`src/rtl/sdram_init_monitor_pkg.sv`:
```
// Shared SDRAM command codes, monitor error codes and state encodings.
package sdram_init_monitor_pkg;

    // {CS_n, RAS_n, CAS_n, WE_n}
    localparam logic [3:0] OP_LOAD_MR    = 4'b0000;
    localparam logic [3:0] OP_AUTO_REF   = 4'b0001;
    localparam logic [3:0] OP_PRECHARGE  = 4'b0010;
    localparam logic [3:0] OP_ACTIVE     = 4'b0011;
    localparam logic [3:0] OP_WRITE      = 4'b0100;
    localparam logic [3:0] OP_READ       = 4'b0101;
    localparam logic [3:0] OP_BURST_STOP = 4'b0110;
    localparam logic [3:0] OP_NOP        = 4'b0111;

    localparam logic [2:0] ERR_NONE         = 3'd0;
    localparam logic [2:0] ERR_EARLY_CMD    = 3'd1;
    localparam logic [2:0] ERR_BAD_ORDER    = 3'd2;
    localparam logic [2:0] ERR_TRP_VIOL     = 3'd3;
    localparam logic [2:0] ERR_TRFC_VIOL    = 3'd4;
    localparam logic [2:0] ERR_TMRD_VIOL    = 3'd5;
    localparam logic [2:0] ERR_BAD_MR       = 3'd6;
    localparam logic [2:0] ERR_REF_OVERFLOW = 3'd7;

    localparam int unsigned CNT_W   = 8;
    localparam logic [2:0]  REF_MAX = 3'd7;

    typedef enum logic [2:0] {
        ST_POWERUP  = 3'd0,
        ST_TRP_WAIT = 3'd1,
        ST_REF_WAIT = 3'd2,
        ST_MR_WAIT  = 3'd3,
        ST_DONE     = 3'd4,
        ST_ERROR    = 3'd5
    } mon_state_e;

    // A deselected device (CS_n high) sees the same thing as an explicit NOP.
    function automatic logic cmd_is_nop(input logic [3:0] cmd);
        return cmd[3] || (cmd == OP_NOP);
    endfunction

endpackage

```
`src/rtl/sdram_mr_decode.sv`:
```
// Combinational mode-register decode: CAS latency, burst length and legality.
module sdram_mr_decode
    import sdram_init_monitor_pkg::*;
(
    input  logic [1:0]  ba,
    input  logic [12:0] addr,
    output logic [2:0]  cas_latency,
    output logic [3:0]  burst_length,
    output logic        mr_ok
);

    logic cl_ok;
    logic bl_ok;
    logic unused_mr_bits;

    // Burst type and the upper address bits carry no checked information.
    assign unused_mr_bits = ^{addr[12:9], addr[3]};

    // Decode CL from A6:A4 and BL from A2:A0; reserved fields make the MR illegal.
    always_comb begin
        cas_latency  = 3'd0;
        burst_length = 4'd0;
        cl_ok        = 1'b0;
        bl_ok        = 1'b0;
        case (addr[6:4])
            3'b001:  begin cas_latency = 3'd1; cl_ok = 1'b1; end
            3'b010:  begin cas_latency = 3'd2; cl_ok = 1'b1; end
            3'b011:  begin cas_latency = 3'd3; cl_ok = 1'b1; end
            default: ;
        endcase
        case (addr[2:0])
            3'b000:  begin burst_length = 4'd1; bl_ok = 1'b1; end
            3'b001:  begin burst_length = 4'd2; bl_ok = 1'b1; end
            3'b010:  begin burst_length = 4'd4; bl_ok = 1'b1; end
            3'b011:  begin burst_length = 4'd8; bl_ok = 1'b1; end
            default: ;
        endcase
        mr_ok = (ba == 2'b00) && (addr[8:7] == 2'b00) && cl_ok && bl_ok;
    end

endmodule

```
`src/rtl/sdram_init_monitor.sv`:
```
// SDRAM power-up sequence checker: order, tPowerUp/tRP/tRFC/tMRD and MR decode.
module sdram_init_monitor
    import sdram_init_monitor_pkg::*;
#(
    parameter int unsigned CLK              = 100_000_000,
    parameter int unsigned TPOWERUP         = 200,
    parameter int unsigned TRP              = 20,
    parameter int unsigned TRFC             = 70,
    parameter int unsigned TMRD             = 2,
    parameter logic [2:0]  MIN_AUTO_REFRESH = 3'd2
) (
    input  logic        clk,
    input  logic        rst,
    input  logic [3:0]  cmd,
    input  logic [1:0]  ba,
    input  logic [12:0] addr,
    output logic        init_done,
    output logic        err,
    output logic [2:0]  err_code,
    output logic [2:0]  ref_count,
    output logic [2:0]  cas_latency,
    output logic [3:0]  burst_length,
    output logic        mr_valid
);

    localparam int unsigned TIME_PER_CLK = 1_000_000_000 / CLK;
    localparam int unsigned CLK_POWER_UP = TPOWERUP / TIME_PER_CLK;
    localparam int unsigned CLK_TRP      = TRP / TIME_PER_CLK;
    localparam int unsigned CLK_TRFC     = TRFC / TIME_PER_CLK;

    mon_state_e       state_q, state_d;
    logic [CNT_W-1:0] cnt_q, cnt_d;
    logic [2:0]       ref_count_q, ref_count_d;
    logic             init_done_q, init_done_d;
    logic             err_q, err_d;
    logic [2:0]       err_code_q, err_code_d;
    logic [2:0]       cas_latency_q, cas_latency_d;
    logic [3:0]       burst_length_q, burst_length_d;
    logic             mr_valid_q, mr_valid_d;

    logic [2:0]  dec_cl;
    logic [3:0]  dec_bl;
    logic        dec_ok;
    logic        nop;
    logic        fail;
    logic [2:0]  fail_code;
    logic        accept;
    logic [31:0] elapsed;

    sdram_mr_decode u_mr_decode (
        .ba           (ba),
        .addr         (addr),
        .cas_latency  (dec_cl),
        .burst_length (dec_bl),
        .mr_ok        (dec_ok)
    );

    // Next-state, gap counter and registered-output computation.
    always_comb begin
        state_d        = state_q;
        cnt_d          = (cnt_q == {CNT_W{1'b1}}) ? cnt_q : cnt_q + CNT_W'(1);
        ref_count_d    = ref_count_q;
        init_done_d    = init_done_q;
        err_d          = err_q;
        err_code_d     = err_code_q;
        cas_latency_d  = cas_latency_q;
        burst_length_d = burst_length_q;
        mr_valid_d     = mr_valid_q;
        fail           = 1'b0;
        fail_code      = ERR_NONE;
        accept         = 1'b0;
        nop            = cmd_is_nop(cmd);
        // Cycles since the previous accepted command (or reset release).
        elapsed        = 32'(cnt_q) + 32'd1;

        case (state_q)
            ST_POWERUP: begin
                if (!nop) begin
                    if (elapsed < CLK_POWER_UP) begin
                        fail = 1'b1; fail_code = ERR_EARLY_CMD;
                    end else if (cmd == OP_PRECHARGE && addr[10]) begin
                        accept = 1'b1; state_d = ST_TRP_WAIT;
                    end else begin
                        fail = 1'b1; fail_code = ERR_BAD_ORDER;
                    end
                end
            end
            ST_TRP_WAIT: begin
                if (!nop) begin
                    if (elapsed < CLK_TRP) begin
                        fail = 1'b1; fail_code = ERR_TRP_VIOL;
                    end else if (cmd == OP_AUTO_REF) begin
                        accept = 1'b1; ref_count_d = 3'd1; state_d = ST_REF_WAIT;
                    end else begin
                        fail = 1'b1; fail_code = ERR_BAD_ORDER;
                    end
                end
            end
            ST_REF_WAIT: begin
                if (!nop) begin
                    if (elapsed < CLK_TRFC) begin
                        fail = 1'b1; fail_code = ERR_TRFC_VIOL;
                    end else if (cmd == OP_AUTO_REF) begin
                        if (ref_count_q == REF_MAX) begin
                            fail = 1'b1; fail_code = ERR_REF_OVERFLOW;
                        end else begin
                            accept = 1'b1; ref_count_d = ref_count_q + 3'd1;
                        end
                    end else if (cmd == OP_LOAD_MR) begin
                        if (ref_count_q < MIN_AUTO_REFRESH) begin
                            fail = 1'b1; fail_code = ERR_BAD_ORDER;
                        end else if (!dec_ok) begin
                            fail = 1'b1; fail_code = ERR_BAD_MR;
                        end else begin
                            accept         = 1'b1;
                            state_d        = ST_MR_WAIT;
                            cas_latency_d  = dec_cl;
                            burst_length_d = dec_bl;
                            mr_valid_d     = 1'b1;
                        end
                    end else begin
                        fail = 1'b1; fail_code = ERR_BAD_ORDER;
                    end
                end
            end
            ST_MR_WAIT: begin
                if (!nop && elapsed < TMRD) begin
                    fail = 1'b1; fail_code = ERR_TMRD_VIOL;
                end else if (!nop && cmd != OP_PRECHARGE && cmd != OP_AUTO_REF &&
                             cmd != OP_LOAD_MR) begin
                    fail = 1'b1; fail_code = ERR_BAD_ORDER;
                end else if (elapsed >= TMRD) begin
                    state_d     = ST_DONE;
                    init_done_d = 1'b1;
                end
            end
            ST_DONE:  ;
            ST_ERROR: ;
            default: begin
                state_d = ST_ERROR;
            end
        endcase

        if (accept) begin
            cnt_d = '0;
        end
        if (fail) begin
            state_d     = ST_ERROR;
            err_d       = 1'b1;
            init_done_d = 1'b0;
            if (!err_q) begin
                err_code_d = fail_code;
            end
        end
    end

    // State and output registers with synchronous reset.
    always_ff @(posedge clk) begin
        if (rst) begin
            state_q        <= ST_POWERUP;
            cnt_q          <= '0;
            ref_count_q    <= 3'd0;
            init_done_q    <= 1'b0;
            err_q          <= 1'b0;
            err_code_q     <= ERR_NONE;
            cas_latency_q  <= 3'd0;
            burst_length_q <= 4'd0;
            mr_valid_q     <= 1'b0;
        end else begin
            state_q        <= state_d;
            cnt_q          <= cnt_d;
            ref_count_q    <= ref_count_d;
            init_done_q    <= init_done_d;
            err_q          <= err_d;
            err_code_q     <= err_code_d;
            cas_latency_q  <= cas_latency_d;
            burst_length_q <= burst_length_d;
            mr_valid_q     <= mr_valid_d;
        end
    end

    assign init_done    = init_done_q;
    assign err          = err_q;
    assign err_code     = err_code_q;
    assign ref_count    = ref_count_q;
    assign cas_latency  = cas_latency_q;
    assign burst_length = burst_length_q;
    assign mr_valid     = mr_valid_q;

endmodule
```
`config.mk`:
```
export PLATFORM = sky130hd
export DESIGN_NAME = sdram_init_monitor
export DESIGN_NICKNAME = d
export VERILOG_FILES = /design/src/rtl/sdram_init_monitor_pkg.sv /design/src/rtl/sdram_mr_decode.sv /design/src/rtl/sdram_init_monitor.sv
export SDC_FILE = /design/constraint.sdc
export NUM_CORES = 1
export LEC_CHECK = 0
export CORE_MARGIN = 10
export CORE_UTILIZATION = 50
export DETAILED_ROUTE_END_ITERATION = 8
export PLACE_DENSITY = 0.82
export RECOVER_POWER = 100
export SLEW_MARGIN = 20
export SYNTH_ARGS = -nofsm -noshare
export SYNTH_HDL_FRONTEND = slang
export SYNTH_SLANG_ARGS = --single-unit
```
`constraint.sdc`:
```
create_clock -name clk -period 3.1 [get_ports clk]
set_input_delay 0.93 -clock clk [delete_from_list [all_inputs] [get_ports clk]]
set_output_delay 0.93 -clock clk [all_outputs]
set_load 0.01 [all_outputs]
```
# ---- After elaboration in Yosys (flattened, before gate mapping)
# Index checks and enable logic that the tools add are counted.
dict set report totals {
  reg_bits 27
  in_bits 21
  out_inout_bits 16
  wordCells 180
}
dict set report op_classes {
  addsub 3
  order_cmp 5
  eq_ne 51
  n_mux 75
  bitwise_logic 8
  reduce_logical 28
}
# op count
set ops {}
lappend ops {{3-bit two-way mux} 31}
lappend ops {{3-bit inequality test (second input constant)} 15}
lappend ops {{2-bit inequality test (second input constant)} 17}
lappend ops {{16-bit AND reduction} 2}
lappend ops {{1-bit two-way mux} 30}
lappend ops {{3-bit by 2-bit equality test with 1-bit output (second input constant)} 6}
lappend ops {{4-bit case mux with 4 select lines} 1}
lappend ops {{3-bit case mux with 5 select lines} 1}
lappend ops {{2-bit two-way mux} 7}
lappend ops {{3-bit case mux with 4 select lines} 1}
lappend ops {{8-bit by 1-bit adder with 9-bit output (second input constant)} 1}
lappend ops {{3-bit by 1-bit equality test with 1-bit output (second input constant)} 3}
lappend ops {{3-bit equality test (second input constant)} 3}
lappend ops {{9-bit by 2-bit >= comparator with 1-bit output (second input constant)} 1}
lappend ops {{9-bit by 2-bit less-than comparator with 1-bit output (second input constant)} 1}
lappend ops {{9-bit by 3-bit less-than comparator with 1-bit output (second input constant)} 1}
lappend ops {{9-bit by 5-bit less-than comparator with 1-bit output (second input constant)} 1}
lappend ops {{8-bit by 1-bit adder with 8-bit output (second input constant)} 1}
lappend ops {{8-bit equality test (second input constant)} 1}
lappend ops {{1-bit logical AND} 8}
lappend ops {{1-bit inverter} 8}
lappend ops {{8-bit AND reduction} 1}
lappend ops {{7-bit AND reduction} 1}
lappend ops {{3-bit zero test} 2}
lappend ops {{23 further kinds} 26}

# ---- Depth between registers and ports, before layout
# Gate-level depths: netlist of the first run.
dict set report depth {
  depth_word 14
  mapped_depth 10
  ltp_nobuf 9
}

# ---- Modules after synthesis
# A second synthesis of the first run with hierarchy kept.
dict set report hier_totals {
  cells_unflattened 206
  area_unflattened_um2 1725.4
}
# mod n_inst cells_each area_per_inst_um2 seq_area_each_um2
set modules_own_cells {}
lappend modules_own_cells {sdram_init_monitor 1 195 1644.1 540.5}
lappend modules_own_cells {sdram_mr_decode 1 11 81.3 0.0}

# ---- Least setup slack after synthesis of the first run
# OpenSTA, ideal clock, no wires.
dict set report synth_path {
  path_type {input-to-reg}
  startpoint {in ba[0]}
  endpoint {reg state_q[2]}
  setup_ps 128
  arrival_time_ps 2502
  required_ps 2972
  setup_slack_ps 470
  cell_stages 8
  path_buffers 0
  path_cell_list {nor4_1 -> o211ai_1 -> o31a_2 -> o21bai_1 -> a31oi_1 -> o21ai_2 -> a311oi_1 -> nor2_1}
}
dict set report synth_between {
  elab_chain_cells 13
  elab_cells_between_ends 29
  cone_classes {eq/ne (16); mux (8); reduce/logical (5)}
}
# item line
set synth_rtl {}
lappend synth_rtl {{from (decl)} sdram_init_monitor.sv:15} ;# input logic [1:0] ba,
lappend synth_rtl {{2-bit zero test *} sdram_mr_decode.sv:38} ;# mr_ok = (ba == 2'b00) && (addr[8:7] == 2'b00) && cl_ok && bl_ok;
lappend synth_rtl {{1-bit logical AND * (3 in a row)} sdram_mr_decode.sv:38}
lappend synth_rtl {{1-bit two-way mux} sdram_init_monitor.sv:112} ;# end else if (!dec_ok) begin
lappend synth_rtl {{1-bit two-way mux} sdram_init_monitor.sv:110} ;# if (ref_count_q < MIN_AUTO_REFRESH) begin
lappend synth_rtl {{1-bit two-way mux} sdram_init_monitor.sv:109} ;# end else if (cmd == OP_LOAD_MR) begin
lappend synth_rtl {{1-bit two-way mux} sdram_init_monitor.sv:103} ;# end else if (cmd == OP_AUTO_REF) begin
lappend synth_rtl {{1-bit two-way mux} sdram_init_monitor.sv:101} ;# if (elapsed < CLK_TRFC) begin
lappend synth_rtl {{1-bit two-way mux} sdram_init_monitor.sv:100} ;# if (!nop) begin
lappend synth_rtl {{1-bit case mux with 4 select lines} sdram_init_monitor.sv:76} ;# case (state_q)
lappend synth_rtl {{3-bit inequality test (no source line) / 2-bit by 1-bit inequality test with 1-bit output (equally long branches)} -}
lappend synth_rtl {{16-bit AND reduction (no source line)} -}
lappend synth_rtl {{to (signal assigned)} sdram_init_monitor.sv:170} ;# state_q <= state_d;
lappend synth_rtl {{to (decl)} sdram_init_monitor.sv:31} ;# mon_state_e state_q, state_d;
# Every way passes the cells marked *; elsewhere a longest branch is shown, timed or not.
# A chain may end at the register's enable or synchronous reset.

# ---- Final worst setup path of the first run
dict set report layout_path {
  startpoint {reg cnt_q[0]}
  endpoint {reg cnt_q[6]}
}
dict set report layout_between {
  elab_chain_cells 6
  elab_cells_between_ends 14
  cone_classes {add/sub (2); order compare (3); eq/ne (1); mux (7); reduce/logical (1)}
}
# item line
set layout_rtl {}
lappend layout_rtl {{from (decl)} sdram_init_monitor.sv:32} ;# logic [CNT_W-1:0] cnt_q, cnt_d;
lappend layout_rtl {{from (signal assigned)} sdram_init_monitor.sv:171} ;# cnt_q <= cnt_d;
lappend layout_rtl {{8-bit by 1-bit adder with 9-bit output} sdram_init_monitor.sv:74} ;# elapsed = 32'(cnt_q) + 32'd1;
lappend layout_rtl {{9-bit by 3-bit less-than comparator with 1-bit output (tied with other cells)} sdram_init_monitor.sv:101}
lappend layout_rtl {{1-bit two-way mux (on tied branches)} {sdram_init_monitor.sv:101, sdram_init_monitor.sv:79, sdram_init_monitor.sv:90}}
lappend layout_rtl {{1-bit two-way mux (on tied branches)} {sdram_init_monitor.sv:100, sdram_init_monitor.sv:78, sdram_init_monitor.sv:89}}
lappend layout_rtl {{1-bit case mux with 3 select lines} sdram_init_monitor.sv:76}
lappend layout_rtl {{2-bit OR reduction (no source line)} -}
# Parallel ways exist; a longest one is shown, timed or not.

==> flow_summary.json, run 1 <==
{
  "grt.total_usage_pct": 13.4,
  "worstPathMaxFanout": 8,
  "hold_buffers": 0,
  "cts_buffers": 3,
  "reg2reg_to": "cnt_q[6]$_SDFFE_PP0P_",
  "synth_edf_count": 0,
  "setup_viol": 0,
  "fin_skew_ns": 0.00508,
  "gp_congestion": 0.937,
  "reg2reg_depth": 9,
  "cts_tree": "yes",
  "synthTopCellsByArea": "dfxtp_1, nor2_1, a21oi_1",
  "final_cell_count_no_fill": 291,
  "crit_required_ns": 3.39,
  "cp-end-kind": "register",
  "core-area_sq_um": 3100,
  "area_growth_syn_to_layout_pct": 28.1,
  "wl_um": 4060,
  "final_nets": 272,
  "portBuffers": 31,
  "synth_seq_cells": 26,
  "die-width_um": 77.4,
  "die_area_sq_um": 5990,
  "ioPinCount": 37,
  "crit_path_end": "cnt_q[6]$_SDFFE_PP0P_",
  "first_iter_violations": 147,
  "num_rows": 20,
  "netlist_area_sq_um": 1650,
  "initial_utilization_pct": 53.0,
  "fp.dieH_um": 77.4,
  "grt_pass1_vias": 1514,
  "hold-worst-slack_ns": 0.461,
  "yosys_warnings": 0,
  "r2r-start": "cnt_q[0]$_SDFFE_PP0P_",
  "period_minus_slack_ns": 2.85,
  "synth.top_cell.area_share_pct": 31.6,
  "antenna_found_initial": 0,
  "antennaDiodeCount": 0,
  "p_leak_nw": 0.869,
  "dpl.cell_count": 287,
  "startpoint_type": "register",
  "period_share_pct": 92.0,
  "drive_gt1_share_pct": 15.0,
  "ir_drop_v": 0.000216,
  "ys_types": 56,
  "cts_sinks": 26,
  "seq_area_frac_synth_pct": 31.6,
  "wire_per_inst_um": 13.9,
  "async_flop_share_pct": 0,
  "grt_pass1_wl_um": 6870,
  "path_class": "reg -> reg",
  "avgSynthCellArea_sq_um": 7.95,
  "final_cell_mix": "nor2_1, dfxtp_1, nand2_1, a21oi_1",
  "whs_path_depth": 2,
  "hold_violations": 0,
  "drt_drc_violations_left": 0,
  "outcome": "complete, no violations",
  "startpoint": "cnt_q[0]$_SDFFE_PP0P_",
  "insertion_delay_ns": 0.34,
  "dp_hpwl_um": 3120,
  "htree_levels": 1,
  "drt_first_pass_iters": 4,
  "rsz0062_at_grt": "no",
  "p_per_area_nw_per_um2": 391,
  "hold_path_class": "reg -> reg",
  "clock.fmax_ghz": 0.351,
  "grt_max_degree": 20,
  "synthFlopType": "dfxtp_1",
  "ant_nets": 0,
  "clk_pin_slew_ns": 0.16,
  "fill_cells": 284,
  "clockRootBuffer": "clkbuf_4",
  "maxCapViolations": 0,
  "vias_per_cell": 5.53,
  "ctsLongestPathBuffers": 2,
  "syn-instance-count": 207,
  "critical_path_arrival_ns": 3.14,
  "finalMaxSlewViolations": 0,
  "synth_top_cell_by_area": "dfxtp_1",
  "grt_remaining_overflow": 0,
  "r2r_slack_ns": 0.25,
  "synth_fp_nets": 231,
  "preCtsSetupSlack_ns": -0.111,
  "fin_ws_ns": 0.247,
  "vias": 1609
}
-- registers in the layout, indices dropped and copies added, names as in the netlist --
register / cells
mr_valid: 1
cnt_q: 8
state_q: 3
init_done: 1
cas_latency: 2
burst_length: 4
ref_count: 3
err: 1
err_code: 3
-- synthesized netlist by cell type, drive strengths merged, types with 3 or more instances --
cell	number
a21oi	17
nand2	17
nand3	7
inv	5
nand2b	5
a31oi	6
nor4	3
and2	4
buf	5
a211oi	3
o21ai	5
dfxtp	26
clkbuf	8
nand4	3
ha	3
nor2	26
nor3	12
and3	5
xor2	3
nand3b	6
-- metrics by stage --
step                setup TNS (ns)  instance area (sq um)  total power, mW  util, %
floorplan                        0                   1650            0.509        -
global route                     0                   2110            0.864     67.9
CTS                              0                   2110            0.830     67.9
detailed placement          -0.412                   2050            0.588     66.2
global placement            -0.424                   2050            0.586     66.2
finish                           0                   2110            0.824     67.9
-- worst min path at each step --
stage | start | end
global placement | cas_latency[0]$_SDFFE_PP0P_ | cas_latency[0]$_SDFFE_PP0P_
finish | burst_length[3]$_SDFFE_PP0P_ | burst_length[3]$_SDFFE_PP0P_
global route | burst_length[3]$_SDFFE_PP0P_ | burst_length[3]$_SDFFE_PP0P_
floorplan | burst_length[1]$_SDFFE_PP0P_ | burst_length[1]$_SDFFE_PP0P_
CTS | burst_length[3]$_SDFFE_PP0P_ | burst_length[3]$_SDFFE_PP0P_
detailed placement | burst_length[1]$_SDFFE_PP0P_ | burst_length[1]$_SDFFE_PP0P_
-- area by class of cell --
class,count,area (sq um),area share [%]
Inverter,5,18.8,0.890
Clock inverter,1,30.0,1.42
Multi-Input combinational cell,163,1000,47.6
Tap cell,44,55.1,2.61
Timing Repair Buffer,49,458,21.7
Sequential cell,26,520,24.7
Clock buffer,3,22.5,1.07
-- worst max-delay path: stages, from the launching register on --
cell      delay (ns)
dfxtp_1         0.46
ha_1            0.32
xnor2_1         0.15
a41oi_1         0.14
a2111o_1        0.52
o21ai_0         0.26
nor2_1          0.10
or4_1           0.53
buf_12          0.17
nor3_4          0.15
-- kinds of logic (layout without fill, tap and decap cells) --
family	Yosys count	in the layout	synth area share [%]
other	1	1	0.228
muxes	2	2	1.22
adders and majority gates	3	3	2.28
buffers and inverters	18	58	7.53
AOI/OAI and AO/OA	56	56	23.8
and+or+nand+nor	96	96	30.6
xor gates and xnor gates	5	5	2.66
DFF	26	26	31.6
-- power breakdown --
| part | switching (mW) | total [mW] | internal [mW] | leakage [nW] |
|---|---|---|---|---|
| clock network | 0.113 | 0.244 | 0.131 | 0.0279 |
| logic | 0.101 | 0.206 | 0.105 | 0.630 |
| registers | 0.0232 | 0.374 | 0.351 | 0.211 |
-- layer usage --
layer  GRT usage (%)  vias up  wire (um)
met3            4.38        4        335
met4            3.83        0         34
met2            20.3       49       1750
li1                -      840          -
met1            17.6      716       1930
met5               0        -          0
-- repair_timing --
action / CTS / global route
buffers inserted: 0 / 0
endpoints found under the setup margin: 0 / 1
resized for setup: 0 / 1
No activity file was read; power rests on OpenSTA's default activity.
==> run 2: changes to the inputs <==
MAX_ROUTING_LAYER = met4   (was not set)
SETUP_SLACK_MARGIN = 0.05   (was not set)
==> run 2 against run 1 <==
Net effect:
- global-route usage increased by 0.51 points
- non-clock buffer count unchanged
- combinational power about the same
- wire length increased by 1.9%
- total power decreased by 12%
- worst setup slack got worse by 0.069 ns
- largest cell class unchanged
- design area decreased by 1.6%
- largest power group unchanged
- first-iteration DRC count increased by 27%
==> flow_summary.json, run 2 (synthesized netlist as in run 1, its figures left out) <==
{
  "critPathSlowestCell": "clkdlybuf4s50_1",
  "post_cts_buffers": 0,
  "critical_path_arrival_ns": 3.16,
  "cts_tree": "yes",
  "switching_power_mw": 0.229,
  "grt.total_usage_pct": 13.9,
  "hold_buffers": 0,
  "path_class": "in -> reg",
  "setup_viol": 0,
  "core-area_sq_um": 3100,
  "total_power_mw": 0.729,
  "fp.dieH_um": 77.4,
  "gp_congestion": 0.909,
  "dp_hpwl_um": 3220,
  "maxCapViolations": 0,
  "insertion_delay_ns": 0.33,
  "internal_power_mw": 0.500,
  "hold_violations": 0,
  "period_minus_slack_ns": 2.92,
  "fill_cells": 322,
  "combPwrFrac_pct": 28.4,
  "wire_per_inst_um": 14.3,
  "fin_skew_ns": 0.00233,
  "p_clk_share_pct": 20.3,
  "clock.fmax_ghz": 0.342,
  "postLayoutCellArea_sq_um": 2070,
  "final_nets": 272,
  "grt_pass1_vias": 1481,
  "p_leak_nw": 0.851,
  "die-width_um": 77.4,
  "path_buf_inv": 1,
  "grt_remaining_overflow": 0,
  "ir_drop_v": 0.000286,
  "die_area_sq_um": 5990,
  "p_per_area_nw_per_um2": 351,
  "startpoint_type": "input port",
  "drt_first_pass_iters": 4,
  "cp_cell_sequence": "clkdlybuf4s50_1 > nor4_1 > o211ai_1 > o31ai_1 > o311ai_0 > a31oi_1 > and3_1 > o22ai_1 > a221oi_1",
  "final_core_util_pct": 66.9,
  "num_rows": 20,
  "initial_utilization_pct": 53.0,
  "portBuffers": 31,
  "vias_per_cell": 5.64,
  "grt_pass1_wl_um": 6960,
  "crit_required_ns": 3.34,
  "outcome": "complete, no violations",
  "clk_pin_slew_ns": 0.14,
  "swShare_pct": 31.4,
  "cts_buffers": 3,
  "period_share_pct": 94.2,
  "cp-end-kind": "register",
  "cts_sinks": 26,
  "seqPwrFrac_pct": 51.3,
  "crit_family": "compound AO/OA/AOI/OAI gates",
  "antennaDiodeCount": 0,
  "ant_nets": 0,
  "area_growth_syn_to_layout_pct": 26.1,
  "final_cell_mix": "nor2_1, dfxtp_1, nand2_1, a21oi_1",
  "drt_drc_violations_left": 0,
  "preCtsSetupSlack_ns": -0.186,
  "clockRootBuffer": "clkbuf_4",
  "hold-worst-slack_ns": 0.465,
  "vias": 1636,
  "largest_reg_flops": 8,
  "wl_um": 4130,
  "critPathMaxStageDelay_ns": 0.41,
  "ioPinCount": 37,
  "placed_area_sq_um": 2050,
  "antenna_found_initial": 0,
  "hold_path_class": "reg -> reg",
  "ctsLongestPathBuffers": 2,
  "first_iter_violations": 187,
  "grt_max_degree": 20,
  "top_register": "cnt_q",
  "finalMaxSlewViolations": 0,
  "fin_ws_ns": 0.179,
  "htree_levels": 1,
  "worstPathMaxFanout": 4,
  "drive_gt1_share_pct": 14.2
}
run 2: cell count changes in the layout (fill, tap and decap cells not counted):
cell / delta
bufinv_16: -1
clkbuf_1: +1
clkbuf_4: -1
run 2: final timing paths:
| kind | start | end | slack [ns] | cells after the start |
|---|---|---|---|---|
| max | ba[0] | state_q[0]$_SDFFE_PP0P_ | 0.18 | 9 |
| min | burst_length[1]$_SDFFE_PP0P_ | burst_length[1]$_SDFFE_PP0P_ | 0.46 | 2 |
| max reg2reg | cnt_q[0]$_SDFFE_PP0P_ | cnt_q[6]$_SDFFE_PP0P_ | 0.25 | 9 |
| min reg2reg | burst_length[1]$_SDFFE_PP0P_ | burst_length[1]$_SDFFE_PP0P_ | 0.46 | 2 |
run 2: tightest hold or removal path, delay by kind of cell, from the launching register on:
family,cells,cell delay (ns)
DFF,1,0.33
AOI/OAI and AO/OA,1,0.05
and+or+nand+nor,1,0.05
run 2: repair_timing:
item,4_1_cts,5_1_grt
endpoints found under the setup margin,0,6
endpoints found under the hold margin,0,0
resized for setup,0,1
run 2: power groups by stage:
stage,combinational (mW),clock [mW],sequential [mW]
after CTS,0.209,0.150,0.374
final,0.207,0.148,0.374
after global routing,0.229,0.160,0.377
after floorplan,0.135,0,0.374
after detailed placement,0.208,0,0.381
after global placement,0.206,0,0.380
run 2: through the flow:
step / std cells / setup TNS, ns
CTS: 290 / 0
detailed placement: 287 / -0.828
finish: 290 / 0
global route: 290 / -0.0402
global placement: 287 / -0.595
floorplan: 207 / 0
run 2: layout make-up:
cell class              count  area [sq um]  area share [%]
multi-input cells         163          1000            48.4
flip-flops and latches     26           520            25.1
repair buffers             49           454            21.9
well taps                  44          55.1            2.65
clock buffers               3          22.5            1.09
inverters                   5          18.8           0.905
run 2: metal layers:
| metal | track usage, % | up-vias | part of all wire (%) |
|---|---|---|---|
| met5 | - | - | 0 |
| met4 | 2.37 | 0 | 0.70 |
| met2 | 20.3 | 54 | 43 |
| li1 | - | 845 | - |
| met3 | 6.11 | 4 | 8.7 |
| met1 | 17.5 | 733 | 47 |
